File: src/rtl/capture_pkg.sv
// Shared types and defaults for the capture sequencer.
package capture_pkg;

  localparam int ENTRIES_DEF = 384;
  localparam int AW_DEF      = 9;
  localparam int NUM_CH_DEF  = 5;

  typedef enum logic [2:0] {
    IDLE    = 3'd0,
    PREFILL = 3'd1,
    ARMED   = 3'd2,
    POST    = 3'd3,
    DONE    = 3'd4
  } capture_state_t;

  // Trigger position cannot exceed the last RAM slot.
  function automatic int clamp_tp(input int trig_pos, input int entries);
    return (trig_pos > entries - 1) ? entries - 1 : trig_pos;
  endfunction

endpackage

File: src/rtl/capture_ctrl_prescaler.sv
// Sample-rate divider: smpl_en pulses once every 2**decimator clocks,
// first pulse 2**decimator cycles after clr.
module smpl_prescaler (
  input  logic       clk,
  input  logic       rst_n,
  input  logic       clr,
  input  logic [3:0] decimator,
  output logic       smpl_en
);

  logic [15:0] r_cnt;
  logic [15:0] w_limit;

  assign w_limit = (16'd1 << decimator) - 16'd1;
  assign smpl_en = (r_cnt == w_limit);

  always_ff @(posedge clk) begin
    if (!rst_n) begin
      r_cnt <= '0;
    end else if (clr || smpl_en) begin
      r_cnt <= '0;
    end else begin
      r_cnt <= r_cnt + 16'd1;
    end
  end

endmodule

File: src/rtl/capture_ctrl.sv
// Acquisition sequencer: paced pre-trigger fill of the circular sample RAM,
// trigger combine, post-trigger count and completion handshake.
module capture_ctrl
  import capture_pkg::*;
#(
  parameter int ENTRIES = ENTRIES_DEF,
  parameter int AW      = AW_DEF,
  parameter int NUM_CH  = NUM_CH_DEF
) (
  input  logic              clk,
  input  logic              rst_n,
  input  logic              run,
  input  logic              abort,
  input  logic              clr_done,
  input  logic [3:0]        decimator,
  input  logic [AW-1:0]     trig_pos,
  input  logic [NUM_CH-1:0] chx_trig,
  output logic              armed,
  output logic              we,
  output logic [AW-1:0]     waddr,
  output logic [AW-1:0]     trig_addr,
  output logic              triggered,
  output logic              capture_done
);

  localparam logic [AW:0]   L_ENTRIES = (AW+1)'(ENTRIES);
  localparam logic [AW-1:0] L_LAST    = AW'(ENTRIES - 1);

  capture_state_t r_state;
  capture_state_t w_next;

  logic [AW-1:0] r_waddr;
  logic [AW:0]   r_smpl_cnt;
  logic [AW-1:0] r_post_cnt;
  logic [AW-1:0] r_tp;
  logic [3:0]    r_dec;
  logic          r_armed;
  logic          r_triggered;
  logic [AW-1:0] r_trig_addr;
  logic          r_done;

  logic          w_smpl_en;
  logic          w_start;
  logic          w_abort;
  logic          w_trig;
  logic          w_write;
  logic [AW-1:0] w_waddr_inc;
  logic [AW:0]   w_prefill_target;

  assign w_start          = (r_state == IDLE) && run && !abort && !clr_done;
  assign w_abort          = abort && (r_state != IDLE);
  assign w_waddr_inc      = (r_waddr == L_LAST) ? '0 : r_waddr + 1'b1;
  assign w_prefill_target = L_ENTRIES - {1'b0, r_tp};

  smpl_prescaler u_prescaler (
    .clk       (clk),
    .rst_n     (rst_n),
    .clr       (w_start),
    .decimator (r_dec),
    .smpl_en   (w_smpl_en)
  );

  always_comb begin
    w_next  = r_state;
    w_write = 1'b0;
    w_trig  = 1'b0;
    case (r_state)
      IDLE: begin
        if (w_start) w_next = PREFILL;
      end
      PREFILL: begin
        w_write = w_smpl_en;
        if (w_write && (r_smpl_cnt + 1'b1 == w_prefill_target)) w_next = ARMED;
      end
      ARMED: begin
        w_trig  = r_armed && (&chx_trig) && !w_abort;
        // With no post-trigger region the trigger-cycle sample is not kept.
        w_write = w_smpl_en && !(w_trig && (r_tp == '0));
        if (w_trig) begin
          if ((r_tp == '0) || (w_write && (r_tp == AW'(1)))) w_next = DONE;
          else                                               w_next = POST;
        end
      end
      POST: begin
        w_write = w_smpl_en;
        if (w_write && (r_post_cnt + 1'b1 == r_tp)) w_next = DONE;
      end
      DONE: begin
        if (clr_done) w_next = IDLE;
      end
      default: w_next = IDLE;
    endcase
    if (w_abort) w_next = IDLE;
  end

  always_ff @(posedge clk) begin
    if (!rst_n) begin
      r_state     <= IDLE;
      r_waddr     <= '0;
      r_smpl_cnt  <= '0;
      r_post_cnt  <= '0;
      r_tp        <= '0;
      r_dec       <= '0;
      r_armed     <= 1'b0;
      r_triggered <= 1'b0;
      r_trig_addr <= '0;
      r_done      <= 1'b0;
    end else begin
      r_state <= w_next;
      r_armed <= (w_next == ARMED) || (w_next == POST);
      r_done  <= (w_next == DONE);

      if (w_start) begin
        r_waddr    <= '0;
        r_smpl_cnt <= '0;
        r_post_cnt <= '0;
        r_tp       <= AW'(clamp_tp(int'(trig_pos), ENTRIES));
        r_dec      <= decimator;
      end else if (w_write) begin
        r_waddr <= w_waddr_inc;
        if (r_state == PREFILL) r_smpl_cnt <= r_smpl_cnt + 1'b1;
        if ((r_state == POST) || w_trig) r_post_cnt <= r_post_cnt + 1'b1;
      end

      if (w_trig) r_trig_addr <= r_waddr;

      if (w_next == IDLE)  r_triggered <= 1'b0;
      else if (w_trig)     r_triggered <= 1'b1;
    end
  end

  assign armed        = r_armed;
  assign we           = w_write;
  assign waddr        = r_waddr;
  assign trig_addr    = r_trig_addr;
  assign triggered    = r_triggered;
  assign capture_done = r_done;

endmodule
File: config.mk
export PLATFORM = sky130hd
export DESIGN_NAME = capture_ctrl
export DESIGN_NICKNAME = d
export VERILOG_FILES = /design/src/rtl/capture_pkg.sv /design/src/rtl/capture_ctrl_prescaler.sv /design/src/rtl/capture_ctrl.sv
export SDC_FILE = /design/constraint.sdc
export NUM_CORES = 1
export LEC_CHECK = 0
export BUFFER_PORTS_ARGS = -buffer_cell sky130_fd_sc_hd__buf_2
export CAP_MARGIN = 20
export CORE_UTILIZATION = 35
export DETAILED_ROUTE_END_ITERATION = 8
export PLACE_DENSITY_LB_ADDON = 0.1
export SLEW_MARGIN = 20
export SYNTH_ARGS = -nofsm -noshare
export SYNTH_HDL_FRONTEND = slang
export SYNTH_SLANG_ARGS = --single-unit
File: constraint.sdc
create_clock -name clk -period 8.4 [get_ports clk]
set_clock_uncertainty 0.2 [all_clocks]
set_input_delay 0.84 -clock clk [delete_from_list [all_inputs] [get_ports clk]]
set_output_delay 0.84 -clock clk [all_outputs]
set_load 0.05 [all_outputs]
[Word level (Yosys, flattened, before mapping)]
Index checks and enable logic that the tools add are counted.
Word-level totals
  logic and storage cells: 74
  input port bits: 23
  register bits: 72
  output and inout port bits: 22
Operators by class
  equal/unequal tests: 12
  mux-type cells: 12
  magnitude comparators: 1
  bitwise gates (word level): 1
  shift operators: 1
  add/sub/neg operators: 6
  reductions and logical operators: 30
Operators with widths (number)
  $mux 3: 7
  $add 9x1->9 const B: 2
  $mux 9: 2
  $add 16x1->16 const B: 1
  $eq 16x16->1: 1
  $shl 1x4->16 const A: 1
  $sub 16x1->16 const B: 1
  $pmux 3 s5: 1
  $eq 3x2->1 const B: 4
  $logic_and 1x1->1: 11
  $add 10x1->10 const B: 1
  $eq 10x10->1: 1
  $sub 9x9->10 const A: 1
  $eq 9x1->1 const B: 1
  $eq 9x9->1: 1
  $eq 9x9->1 const B: 1
  $gt 9x9->1 const B: 1
  $logic_not 9->1: 1
  $reduce_or 2->1: 4
  $eq 3x3->1 const B: 2
  $logic_not 3->1: 2
  $reduce_and 5->1: 1
  $logic_not 1->1: 4
  $logic_or 1x1->1: 4
  6 further kinds: 7

[Logic depth before layout (Yosys ltp)]
Gate-level depths: netlist of run 1.
  depth after elaboration: 15
  mapped depth: 15
  gate-level depth less buffers: 11

[By module]
A second synthesis of run 1 with hierarchy kept.
Second synthesis, totals
  cell total of the unflattened synthesis: 537
  area, all modules: 4398.0 sq um
Modules (own cells, without submodules)
  capture_ctrl: area an instance 3230.6 sq um, sequential area each 1121.1 sq um, cells each 385, times used 1
  smpl_prescaler: area an instance 1167.4 sq um, sequential area each 320.3 sq um, cells each 152, times used 1

[Worst setup path before layout of run 1]
OpenSTA, ideal clock, no wires.
  kind: register to output
  start point: register r_dec[3]
  end point: output we
  path slack: 4206 ps
  data arrival time: 3154 ps
  buffers on the path: 2
  cell stages (with the launch flop): 11
  data required time: 7360 ps
  cells stage by stage: dfxtp_1 > clkbuf_1 > or4_1 > ha_1 > clkbuf_1 > or3_1 > a21boi_0 > a221oi_1 > nor4_1 > nand3_1 > nor2_1
Between the ends
  longest elaborated chain between the ends: 5
Ends and longest elaborated chain
  start, declared: RTL line capture_ctrl.sv:36  | logic [3:0] r_dec;
  start signal, assigned: RTL line capture_ctrl.sv:118  | r_dec <= decimator;
  $shl 1x4->16 *: RTL line capture_ctrl_prescaler.sv:14  | assign w_limit = (16'd1 << decimator) - 16'd1;
  $sub 16x1->16 *: RTL line capture_ctrl_prescaler.sv:14
  $eq 16x16->1 *: RTL line capture_ctrl_prescaler.sv:15  | assign smpl_en = (r_cnt == w_limit);
  $logic_and 1x1->1: RTL line capture_ctrl.sv:78  | w_write = w_smpl_en && !(w_trig && (r_tp == '0));
  $pmux 1 s2 *: RTL line capture_ctrl.sv:67  | case (r_state)
  end, declared: RTL line capture_ctrl.sv:19  | output logic we,
Every way passes the cells marked *; elsewhere a longest branch is shown, timed or not.

[Final worst setup path of run 1]
  start point: register r_dec[3]
  end point: register r_post_cnt[8]
Between the ends
  longest elaborated chain between the ends: 6
Ends and longest elaborated chain
  $shl 1x4->16 *: RTL line capture_ctrl_prescaler.sv:14
  $sub 16x1->16 *: RTL line capture_ctrl_prescaler.sv:14
  $eq 16x16->1 *: RTL line capture_ctrl_prescaler.sv:15
  $logic_and 1x1->1: RTL line capture_ctrl.sv:78
  $pmux 1 s2 *: RTL line capture_ctrl.sv:67
  $reduce_and 2->1 (no line) *
  end signal, assigned: RTL line capture_ctrl.sv:122  | if ((r_state == POST) || w_trig) r_post_cnt <= r_post_cnt + 1'b1;
  end, declared: RTL line capture_ctrl.sv:34  | logic [AW-1:0] r_post_cnt;
Marked as above.
A chain may end at the register's enable or synchronous reset.

==> results of run 1 <==
[layout by cell type (no fill, tap or decap), types with 12 or more instances in the layout]
cell type	Yosys	final
a21oi_1	20	20
and3_1	12	12
buf_2	6	44
dfxtp_1	72	72
mux2i_1	13	13
nand2_1	36	36
nand3_1	29	29
nand4_1	17	17
nor2_1	83	83
nor3_1	17	17
o21ai_0	12	12
or3_1	12	12
xnor2_1	36	36
xor2_1	32	32
[worst min path at each step]
stage                          from  cells past startpoint  slack (ns)              endpoint
2_1_floorplan  u_prescaler.r_cnt[0]                      1        0.24  u_prescaler.r_cnt[0]
3_3_place_gp           trig_addr[3]                      2        0.27          trig_addr[3]
3_5_place_dp           trig_addr[5]                      2        0.27          trig_addr[5]
4_1_cts                trig_addr[5]                      2        0.29          trig_addr[5]
5_1_grt                trig_addr[8]                      2        0.32          trig_addr[8]
6_report               trig_addr[5]                      2        0.29          trig_addr[5]
[power groups by stage]
stage | combinational, W | sequential (W) | clock, W
finish | 0.000102 | 0.000360 | 0.000355
floorplan | 0.0000861 | 0.000360 | 0
global route | 0.000115 | 0.000361 | 0.000382
global placement | 0.000102 | 0.000367 | 0
CTS | 0.000104 | 0.000360 | 0.000368
detailed placement | 0.000103 | 0.000368 | 0
[registers in the layout (all words and copies together) (netlist names)]
register and count:
u_prescaler.r_cnt 16, triggered 1, r_post_cnt 9, capture_done 1, r_smpl_cnt 10, r_dec 4, armed 1, r_state 3
trig_addr 9, waddr 9, r_tp 9
[routing by layer]
layer / track usage / share of wire / vias to the layer above
li1: - / - / 1945
met1: 0.235 / 0.49 / 1758
met2: 0.272 / 0.45 / 67
met3: 0.0425 / 0.044 / 16
met4: 0.0754 / 0.019 / 0
met5: 0 / 0 / -
[worst reg2reg max path: stages, from the launching register on]
cell      delay, ns
dfxtp_1        0.55
or4_1          0.65
ha_1           0.39
and2_1         0.27
o21ai_0        0.15
a211oi_1       0.14
or4_4          0.57
nor4_4         0.78
nand2_2        0.23
or4_1          0.55
a21oi_1        0.15
[synthesized netlist by cell type, drive strengths merged (3+ instances only)]
cell	n
buf	11
or3	12
ha	7
nand4	17
nor3	18
and2	5
xnor2	36
or2	3
nand2	37
nor3b	5
a211oi	6
nor2	83
o31ai	5
xor2	32
a21o	3
nand3	29
a21boi	3
clkbuf	28
inv	10
mux2i	13
and3	12
nor4	7
o21bai	4
o211ai	4
o21ai	12
nor4b	3
dfxtp	72
or4	7
xnor3	3
o21a	3
a21oi	20
[per-stage QoR]
step | instance area [µm²] | std cells | hold slack, ns | total power (W) | util
floorplan | 4360 | 543 | 0.245 | 0.000446 | -
global placement | 4630 | 716 | 0.270 | 0.000470 | 0.384
detailed placement | 4630 | 716 | 0.274 | 0.000471 | 0.384
CTS | 4900 | 732 | 0.291 | 0.000832 | 0.407
global route | 4900 | 732 | 0.317 | 0.000859 | 0.407
finish | 4900 | 732 | 0.287 | 0.000818 | 0.407
[cell families (layout without fill, tap and decap cells)]
| group | count (synthesis) | after routing | synth area share |
|---|---|---|---|
| buffers and inverters | 50 | 71 | 0.0465 |
| xor gates and xnor gates | 71 | 71 | 0.152 |
| and+or+nand+nor | 251 | 251 | 0.296 |
| muxes | 13 | 13 | 0.0298 |
| adders and majority gates | 8 | 8 | 0.0224 |
| AOI/OAI and AO/OA | 78 | 78 | 0.123 |
| DFF | 72 | 72 | 0.331 |
[final cells by class]
class,count,area share
Inverter,11,0.00842
Sequential cell,72,0.294
Tap cell,168,0.0429
Clock inverter,6,0.00919
Multi-Input combinational cell,421,0.554
Timing Repair Buffer,44,0.0449
Clock buffer,10,0.0467
==> metrics.md, run 1 <==
| Metric | Value |
|---|---|
| Status | completed |
| Die width | 114 µm |
| Drt pass-1 iters | 4 |
| Port bufs | 44 |
| Register bit total from synthesis | 72 |
| Slew @ Worst Pin | 0.909 ns |
| Synth Warn # | 0 |
| Max-cap violations | 0 |
| Reg area | 0.00144 mm² |
| Core area | 0.0121 mm² |
| CP Launch Point | r_dec[3] |
| Slew HR | 0.392 |
| RSZ-0062 raised after global routing | false |
| Total clock sinks | 72 |
| Cell row count | 40 |
| Die Footprint | 0.0129 mm² |
| Number of global-route vias before repair | 3452 |
| Initial Util | 0.362 |
| Drt wl/cell | 14.5 µm |
| Gp weighted congestion | 0.775 |
| Startpoint class of the critical path | flop |
| CTS HTree Levels | 3 |
| Largest net degree at the start of global routing | 29 |
| Kind of cell adding the most delay to the critical path | simple AND/OR/NAND/NOR gates |
| Worst path buffer plus inverter count | 0 |
| Pint | 0.000592 W |
| Ant. Diodes | 0 |
| Hold buffers post-CTS | 0 |
| Final net count | 589 |
| Number of routed nets with antenna violations | 0 |
| Reg2reg start | r_dec[3] |
| Clock share of power | 0.434 |
| Area contributors post-synth | dfxtp_1 (33%), xnor2_1 (7.2%), nor2_1 (7.1%) |
| Worst Path Required | 8.45 ns |
| Root buffer cell | clkbuf_16 |
| DR vias/cell | 5.17 |
| CTS tree | built |
| Dominant synthesized flop cell | dfxtp_1 |
| Part of the Yosys area used for sequential elements | 0.331 |
| R2R cell count | 10 |
| Slack of the critical path | 3.69 ns |
| First-pass GRT wire length | 17.7 mm |
| Async set-reset flop share out of synthesis | 0 |
| CP most frequent cell | or4_1 |
| Hold Fails Final Rpt | 0 |
| Aggregate global-route resource usage | 0.177 |
| Setup TNS | 0 ns |
| Slowest Stage Delay on Critical Path | 0.78 ns |
| Worst VDD drop | 76.1 µV |
| DRC Markers | 0 |
| Clock Path Buffers | 2 |
| Switching share of power | 0.276 |
| Final setup violation count | 0 |
| Area Overhead vs Synth | 12.5% |
| Slowest cell on the critical path | nor4_4 |
| Die span in y | 114 µm |
| CP Depth | 10 |
| Drt first-iter violations | 189 |
| R2r setup slk | 3.69 ns |
| Ports | 45 |
| WP data arrival | 4.76 ns |
| DR vias | 3786 |
| Critical path endpoint | r_post_cnt[8] |
| Lkg Pwr | 1.81 nW |
| Gate power share | 0.125 |
| Count of different cell masters after synthesis | 64 |
| Reg-to-Reg End | r_post_cnt[8] |
| Cell count after synthesis | 543 |
| Total grt overflow | 0 |
| Nature of the critical path endpoint | flop |
| Kind of critical path | flop to flop |
| TritonCTS Buffers | 9 |
| Fillers | 1250 |
| Mapped Nets | 573 |
| Psw | 0.000225 W |
| Post-synth EDFFs | 0 |
| Post-DP HPWL | 7.73 mm |
| Multi-input gate area | 0.00272 mm² |
| Worst Path Max Fanout | 28 |
| Syn avg cell area | 8.03 µm² |
| Maximum clock rate | 212 MHz |
| Clock Pin Slew Worst Setup and Hold Paths | 0.06 ns |
| Worst-skew pair later-pin latency | 0.34 ns |
| Synth Cell Area | 0.00436 mm² |
| Total wire length | 10.6 mm |
| Post-synth top area cell | dfxtp_1 |
| Post-CTS setup buffers | 0 |
| Flop pwr share | 0.440 |
| Power per cell area | 167 mW/mm² |
| Final period util | 0.561 |
| Crit path cell chain | or4_1 > ha_1 > and2_1 > o21ai_0 > a211oi_1 > or4_4 > nor4_4 > nand2_2 > or4_1 > a21oi_1 |
| Hold Crit Class | flop to flop |
| Top cell type's share of synthesized area | 0.331 |
| Fraction of layout cells with a size suffix above 1 | 0.124 |
| Gates resized, CTS repair | 0 |
| Crit path time final | 4.71 ns |
| Number of max-slew violations in the final report | 0 |
| Worst Setup Slack post-DPL | 3.71 ns |
| Initial antenna violation count | 0 |
Note: power is estimated with default switching activity, not from simulation.
==> inputs of run 2 (changes only) <==
--- a/config.mk
+++ b/config.mk
@@ -5,6 +5,7 @@
 export SDC_FILE = /design/constraint.sdc
 export NUM_CORES = 1
 export LEC_CHECK = 0
+export ABC_AREA = 1
 export BUFFER_PORTS_ARGS = -buffer_cell sky130_fd_sc_hd__buf_2
 export CAP_MARGIN = 20
 export CORE_UTILIZATION = 35
==> constraint.sdc (replaced) <==
create_clock -name clk -period 4 [get_ports clk]
set_clock_uncertainty 0.2 [all_clocks]
set_input_delay 0.4 -clock clk [delete_from_list [all_inputs] [get_ports clk]]
set_output_delay 0.4 -clock clk [all_outputs]
set_load 0.05 [all_outputs]
==> run 2 against run 1 <==
  * Non-clock buffer count up 2
  * Final cell count up 33%
  * Critical path type is now flop to output port
  * Die area up 7.6%
  * Synthesized cell count up 39%
  * Wire length up 14%
  * Utilization up 1.1 points
  * Critical path depth up 2
  * Largest cell class unchanged
  * Total power up 130%
  * Cell area up 9.1%
  * Area after synthesis up 7.7%
  * Via count up 24%
==> metrics.md, run 2 <==
| Metric | Value |
|---|---|
| Status | completed |
| Commonest cells post-synth | nand2_1 (208), inv_1 (98), nor2_1 (84), dfxtp_1 (72), nand3_1 (72) |
| Final Power | 0.00187 W (+130%) |
| Dominant synthesized flop cell | dfxtp_1 |
| Slowest cell on the critical path | dfxtp_1 |
| Post-synth EDFFs | 0 (unchanged) |
| Nature of the critical path endpoint | output port |
| CP most frequent cell | nand2_1 |
| Kind of critical path | flop to output port |
| Worst-skew pair later-pin latency | 0.34 ns (about the same) |
| Part of the Yosys area used for sequential elements | 0.307 (-0.0236) |
| Synth Warn # | 0 (unchanged) |
| Slack of the critical path | 0.610 ns (-3.08 ns) |
| Power per cell area | 350 mW/mm² (+110%) |
| Worst Path Required | 3.40 ns (-5.05 ns) |
| TritonCTS Buffers | 9 (unchanged) |
| Post-synth top area cell | dfxtp_1 |
| Initial Util | 0.366 (+0.00463) |
| Post-DP HPWL | 9.52 mm (+23%) |
| Maximum clock rate | 295 MHz |
| Initial antenna violation count | 0 (unchanged) |
| Worst VDD drop | 214 µV (+180%) |
| Slowest Stage Delay on Critical Path | 0.72 ns (-0.06 ns) |
| First-pass GRT wire length | 21.1 mm (+19%) |
| Gp weighted congestion | 0.874 (+13%) |
| Aggregate global-route resource usage | 0.186 (+0.00963) |
| Worst Setup Slack post-DPL | 1.00 ns (-2.71 ns) |
| Hold buffers post-CTS | 0 (unchanged) |
| Worst path buffer plus inverter count | 2 (+2) |
| Cell row count | 41 (+2.5%) |
| Post-CTS setup buffers | 0 (unchanged) |
| Crit path time final | 3.39 ns |
| Final net count | 824 (+40%) |
| Die span in y | 118 µm (+3.7%) |
| Final setup violation count | 0 (unchanged) |
| Port bufs | 44 (unchanged) |
| Most common cell after layout, fill and taps aside | nand2_1 |
| Slew @ Worst Pin | 0.626 ns (-0.284 ns) |
| Biggest regs | u_prescaler.r_cnt (16), r_smpl_cnt (10) |
| Mapped Nets | 785 (+37%) |
| Clock Pin Slew Worst Setup and Hold Paths | 0.06 ns (about the same) |
| Fraction of layout cells with a size suffix above 1 | 0.126 (+0.00229) |
| Number of global-route vias before repair | 4467 (+29%) |
| Top cell type's share of synthesized area | 0.307 (-0.0236) |
| Most frequent cell after synthesis | nand2_1 |
| Synth Cell Area | 0.00470 mm² (+7.7%) |
| Core area | 0.0128 mm² (+6.3%) |
| Ant. Diodes | 0 (unchanged) |
| Die width | 118 µm (+3.7%) |
| DRC Markers | 0 (unchanged) |
| Area Overhead vs Synth | 13.9% |
| WP data arrival | 2.79 ns (-1.97 ns) |
| CTS HTree Levels | 3 (unchanged) |
| Async set-reset flop share out of synthesis | 0 (unchanged) |
| Drt first-iter violations | 242 (+28%) |
| Total grt overflow | 0 (unchanged) |
| CTS tree | built |
| DR vias | 4698 (+24%) |
| Drt wl/cell | 12.5 µm (-14%) |
| Slew HR | 0.582 (+0.190) |
| Drt pass-1 iters | 5 (+1) |
| Gates resized, CTS repair | 0 (unchanged) |
| Number of routed nets with antenna violations | 0 (unchanged) |
| Kind of cell adding the most delay to the critical path | simple AND/OR/NAND/NOR gates |
| Lkg Pwr | 2.51 nW (+39%) |
| Hold Crit Class | primary input to flop |
| Crit path cell chain | nor2_8 > nand2_1 > ha_1 > inv_1 > a21oi_1 > nand2_1 > nand3_1 > nand2_1 > nor2_4 > nand2_4 > nor2_8 > buf_2 |
| Worst Path Max Fanout | 10 (-64%) |
| Ports | 45 (unchanged) |
| Total wire length | 12.1 mm (+14%) |
| Largest net degree at the start of global routing | 26 (-10%) |
| Number of max-slew violations in the final report | 0 (unchanged) |
| Startpoint class of the critical path | flop |
| Count of different cell masters after synthesis | 44 (-31%) |
| Root buffer cell | clkbuf_16 |
| Max-cap violations | 0 (unchanged) |
| Register bit total from synthesis | 72 (unchanged) |
| Clock Path Buffers | 2 (unchanged) |
| DR vias/cell | 4.84 (-6.5%) |
| Final period util | 0.847 |
| Syn avg cell area | 6.22 µm² (-23%) |
| Top reg by flops | u_prescaler.r_cnt |
| Die Footprint | 0.0139 mm² (+7.6%) |
| Fillers | 1397 (+12%) |
| Cell count after synthesis | 755 (+39%) |
| RSZ-0062 raised after global routing | false |
| Hold Fails Final Rpt | 0 (unchanged) |
| Max FFs per register | 16 (unchanged) |
| Setup TNS | 0 ns (unchanged) |
| Area contributors post-synth | dfxtp_1 (31%), nand2_1 (17%), inv_1 (7.8%) |
| Most frequent cells in the layout | nand2_1 (208), inv_1 (98), nor2_1 (84) |
| Total clock sinks | 72 (unchanged) |
-- run 2: area by class of cell --
cell class	instances	area, µm²	area share
Multi-Input combinational cell	557	2740	0.512
Sequential cell	72	1440	0.269
Inverter	108	415	0.0776
Timing Repair Buffer	46	235	0.0440
Clock buffer	9	225	0.0421
Tap cell	172	215	0.0402
Clock inverter	7	78.8	0.0147
-- run 2: path summary, 6_finish.rpt --
kind                                           start                    to  slack, ns  cells after the start
worst min register to register  u_prescaler.r_cnt[0]  u_prescaler.r_cnt[0]       0.28                      1
worst max register to register              r_dec[3]         r_smpl_cnt[5]       0.96                     15
worst min-delay path                     trig_pos[7]               r_tp[7]       0.13                      3
worst max-delay path                        r_dec[3]                    we       0.61                     12
-- run 2: cells by family after synthesis --
logic type	Yosys count	share of synthesized area
simple gates	435	0.424
buf+inv	126	0.110
compound gates	104	0.120
flops	72	0.307
fa+ha+maj	7	0.0187
xor+xnor	11	0.0205
-- run 2: where the power goes --
group          leakage, nW  switching (W)  total [W]  internal (W)
combinational         1.78       0.000192   0.000294      0.000102
sequential           0.582      0.0000233   0.000754      0.000730
clock                0.144       0.000336   0.000826      0.000490
-- run 2: metal layers --
layer  GRT usage  part of all wire
met1       0.251              0.50
met2       0.296              0.45
met4      0.0817             0.017
met5           0                 0
met3      0.0247             0.041
-- run 2: per-stage QoR --
| step | hold WS (ns) | util | instances | area, µm² |
|---|---|---|---|---|
| global route | 0.157 | 0.417 | 971 | 5350 |
| detailed placement | 0.270 | 0.393 | 955 | 5050 |
| CTS | 0.122 | 0.417 | 971 | 5350 |
| floorplan | 0.236 | - | 755 | 4700 |
| finish | 0.134 | 0.417 | 971 | 5350 |
| global placement | 0.268 | 0.393 | 955 | 5050 |
-- run 2: worst min-delay path, stage by stage --
cell and delay [ns]:
buf_2 0.09, nand4_1 0.08, o21ai_0 0.08
==> inputs of run 3 (changes only) <==
==> constraint.sdc (replaced) <==
create_clock -name clk -period 2.9 [get_ports clk]
set_clock_uncertainty 0.2 [all_clocks]
set_input_delay 0.29 -clock clk [delete_from_list [all_inputs] [get_ports clk]]
set_output_delay 0.29 -clock clk [all_outputs]
set_load 0.05 [all_outputs]
==> run 3 against run 2 <==
  * Critical path type unchanged
  * Critical endpoint unchanged
  * Clock power rose by 50%
  * Total power rose by 44%
  * Cell area rose by 3.5%
  * Largest power group unchanged
  * Global-route usage fell by 0.18 points
  * Sequential share of layout area fell by 0.80 points
  * Final cell count rose by 1.2%
  * Register-to-register slack got worse by 0.80 ns
  * Die area did not move
  * Via count rose by 1.2%
  * Combinational power rose by 48%
  * Wire length rose by 2.5%
==> metrics.md, run 3 (synthesis results as in run 2) <==
| Metric | Value |
|---|---|
| Status | completed |
| Final setup violation count | 0 (unchanged) |
| Cell area after layout | 0.00554 mm² (+3.5%) |
| Slowest cell on the critical path | dfxtp_1 |
| Number of max-slew violations in the final report | 0 (unchanged) |
| Fraction of layout cells with a size suffix above 1 | 0.147 (+0.0203) |
| First-pass GRT wire length | 20.7 mm (-1.8%) |
| Final period util | 0.960 |
| Reg area | 0.00145 mm² (+0.43%) |
| Drt first-iter violations | 317 (+31%) |
| Die width | 118 µm (unchanged) |
| Worst Path Max Fanout | 5 (-5) |
| Drt wl/cell | 12.6 µm (+1.3%) |
| Crit path time final | 2.78 ns |
| Top reg by flops | u_prescaler.r_cnt |
| Gp weighted congestion | 0.873 (-0.14%) |
| Nature of the critical path endpoint | output port |
| Number of routed nets with antenna violations | 0 (unchanged) |
| Cell row count | 41 (unchanged) |
| DRC Markers | 0 (unchanged) |
| Max-cap violations | 0 (unchanged) |
| Worst VDD drop | 276 µV (+29%) |
| Worst Setup Slack post-DPL | 0.143 ns (-0.857 ns) |
| Number of global-route vias before repair | 4351 (-2.6%) |
| CP Launch Point | r_dec[0] |
| Cells on Worst Hold Path | 3 (unchanged) |
| Biggest regs | u_prescaler.r_cnt (16), r_smpl_cnt (10) |
| Fillers | 1355 (-3.0%) |
| Most common cell after layout, fill and taps aside | nand2_1 |
| Largest net degree at the start of global routing | 26 (unchanged) |
| CTS tree | built |
| Initial antenna violation count | 0 (unchanged) |
| Most frequent cells in the layout | nand2_1 (207), inv_1 (98), nor2_1 (84) |
| Multi-input gate area | 0.00278 mm² (+1.4%) |
| Worst Path Required | 2.41 ns (-0.99 ns) |
| Clock Path Buffers | 2 (unchanged) |
| Reg2reg start | r_dec[0] |
| Total clock sinks | 72 (unchanged) |
| CTS HTree Levels | 3 (unchanged) |
| Initial Util | 0.366 (unchanged) |
| CP Depth | 15 (+3) |
| Area Overhead vs Synth | 17.9% |
| Total grt overflow | 0 (unchanged) |
| Hold Fails Final Rpt | 0 (unchanged) |
| Lkg Pwr | 2.62 nW (+4.2%) |
| Total wire length | 12.4 mm (+2.5%) |
| Core area | 0.0128 mm² (unchanged) |
| Ant. Diodes | 0 (unchanged) |
| Setup TNS | 0 ns (unchanged) |
| Hold Startpoint | decimator[0] |
| TritonCTS Buffers | 9 (unchanged) |
| Die Footprint | 0.0139 mm² (unchanged) |
| CP most frequent cell | nand2_1 |
| Kind of cell adding the most delay to the critical path | simple AND/OR/NAND/NOR gates |
| Slack of the critical path | 0.115 ns (-0.495 ns) |
| WP data arrival | 2.29 ns (-0.50 ns) |
| Slew @ Worst Pin | 0.509 ns (-0.117 ns) |
| Hold buffers post-CTS | 0 (unchanged) |
| Final Power | 0.00271 W (+44%) |
| Max FFs per register | 16 (unchanged) |
| R2R cell count | 20 (+5) |
| Worst path buffer plus inverter count | 2 (unchanged) |
| Port bufs | 44 (unchanged) |
| Post-DP HPWL | 9.63 mm (+1.2%) |
| Ports | 45 (unchanged) |
| Crit path cell chain | nor2_2 > nand2_2 > ha_4 > inv_1 > nand2_1 > nand2_1 > nand3_1 > nand2_1 > nand2_1 > nor2_2 > nand2_2 > nor2_4 > nand2_4 > nor2_8 > buf_8 |
| Die span in y | 118 µm (unchanged) |
| Clock Pin Slew Worst Setup and Hold Paths | 0.06 ns (about the same) |
| Maximum clock rate | 359 MHz |
| Worst-skew pair later-pin latency | 0.34 ns (about the same) |
| Hold Crit Class | primary input to flop |
| Startpoint class of the critical path | flop |
| Drt pass-1 iters | 4 (-1) |
| Root buffer cell | clkbuf_16 |
| DR vias | 4754 (+1.2%) |
| Power per cell area | 488 mW/mm² (+39%) |
| Aggregate global-route resource usage | 0.184 (-0.00180) |
| Slew HR | 0.657 (+0.0751) |
| Kind of critical path | flop to output port |
| Slowest Stage Delay on Critical Path | 0.38 ns (-0.34 ns) |
| DR vias/cell | 4.84 (about the same) |
| Area post-placement | 0.00508 mm² (+0.60%) |
| Final net count | 836 (+1.5%) |
run 3: changes by cell type in the layout (fill, tap and decap cells not counted), moves of 2 or more:
cell / delta
dfxtp_1: -3
clkinvlp_4: -2
buf_4: +9
buf_12: +2
clkinv_4: +2
dfxtp_2: +2
run 3: area by class of cell:
type,count,share of cell area
tap,172,0.0389
clock buffer,10,0.0432
multi-input combinational,558,0.501
sequential,72,0.261
timing repair buffer,57,0.0637
inverter,108,0.0750
clock inverter,6,0.0165
run 3: worst min-delay path, delay by kind of cell:
kind,cells,cell delay (ns)
buffers and inverters,1,0.07
AOI/OAI and AO/OA,2,0.18
run 3: per-layer routing:
| layer | vias to the layer above | part of all wire | global-route usage |
|---|---|---|---|
| met5 | - | 0 | 0 |
| met4 | 0 | 0.020 | 0.0705 |
| met3 | 18 | 0.037 | 0.0237 |
| met2 | 86 | 0.44 | 0.291 |
| met1 | 2113 | 0.51 | 0.254 |
| li1 | 2537 | - | - |
run 3: final timing paths:
path / end / slack, ns
worst max-delay path: we / 0.12
worst min-delay path: r_dec[0] / 0.04
worst max register to register: waddr[7] / 0.16
worst min register to register: u_prescaler.r_cnt[0] / 0.29
run 3: power breakdown:
group          leakage, nW  switching, W  internal [W]
logic                 1.87      0.000278      0.000156
clock network        0.163      0.000455      0.000781
registers            0.583     0.0000270       0.00101
total                 2.62      0.000760       0.00195
run 3: repair_timing:
item / CTS / global route
pin swaps: 1 / 4
cloned: 0 / 1
setup endpoints to repair: 1 / 22
buffers inserted: 2 / 5
resized for setup: 3 / 9
run 3: through the flow:
stage / hold slack [ns] / cells / utilization
finish: 0.0419 / 983 / 0.432
CTS: 0.0352 / 977 / 0.424
detailed placement: 0.267 / 959 / 0.396
global route: 0.0480 / 983 / 0.432
floorplan: 0.228 / 755 / -
global placement: 0.269 / 959 / 0.396
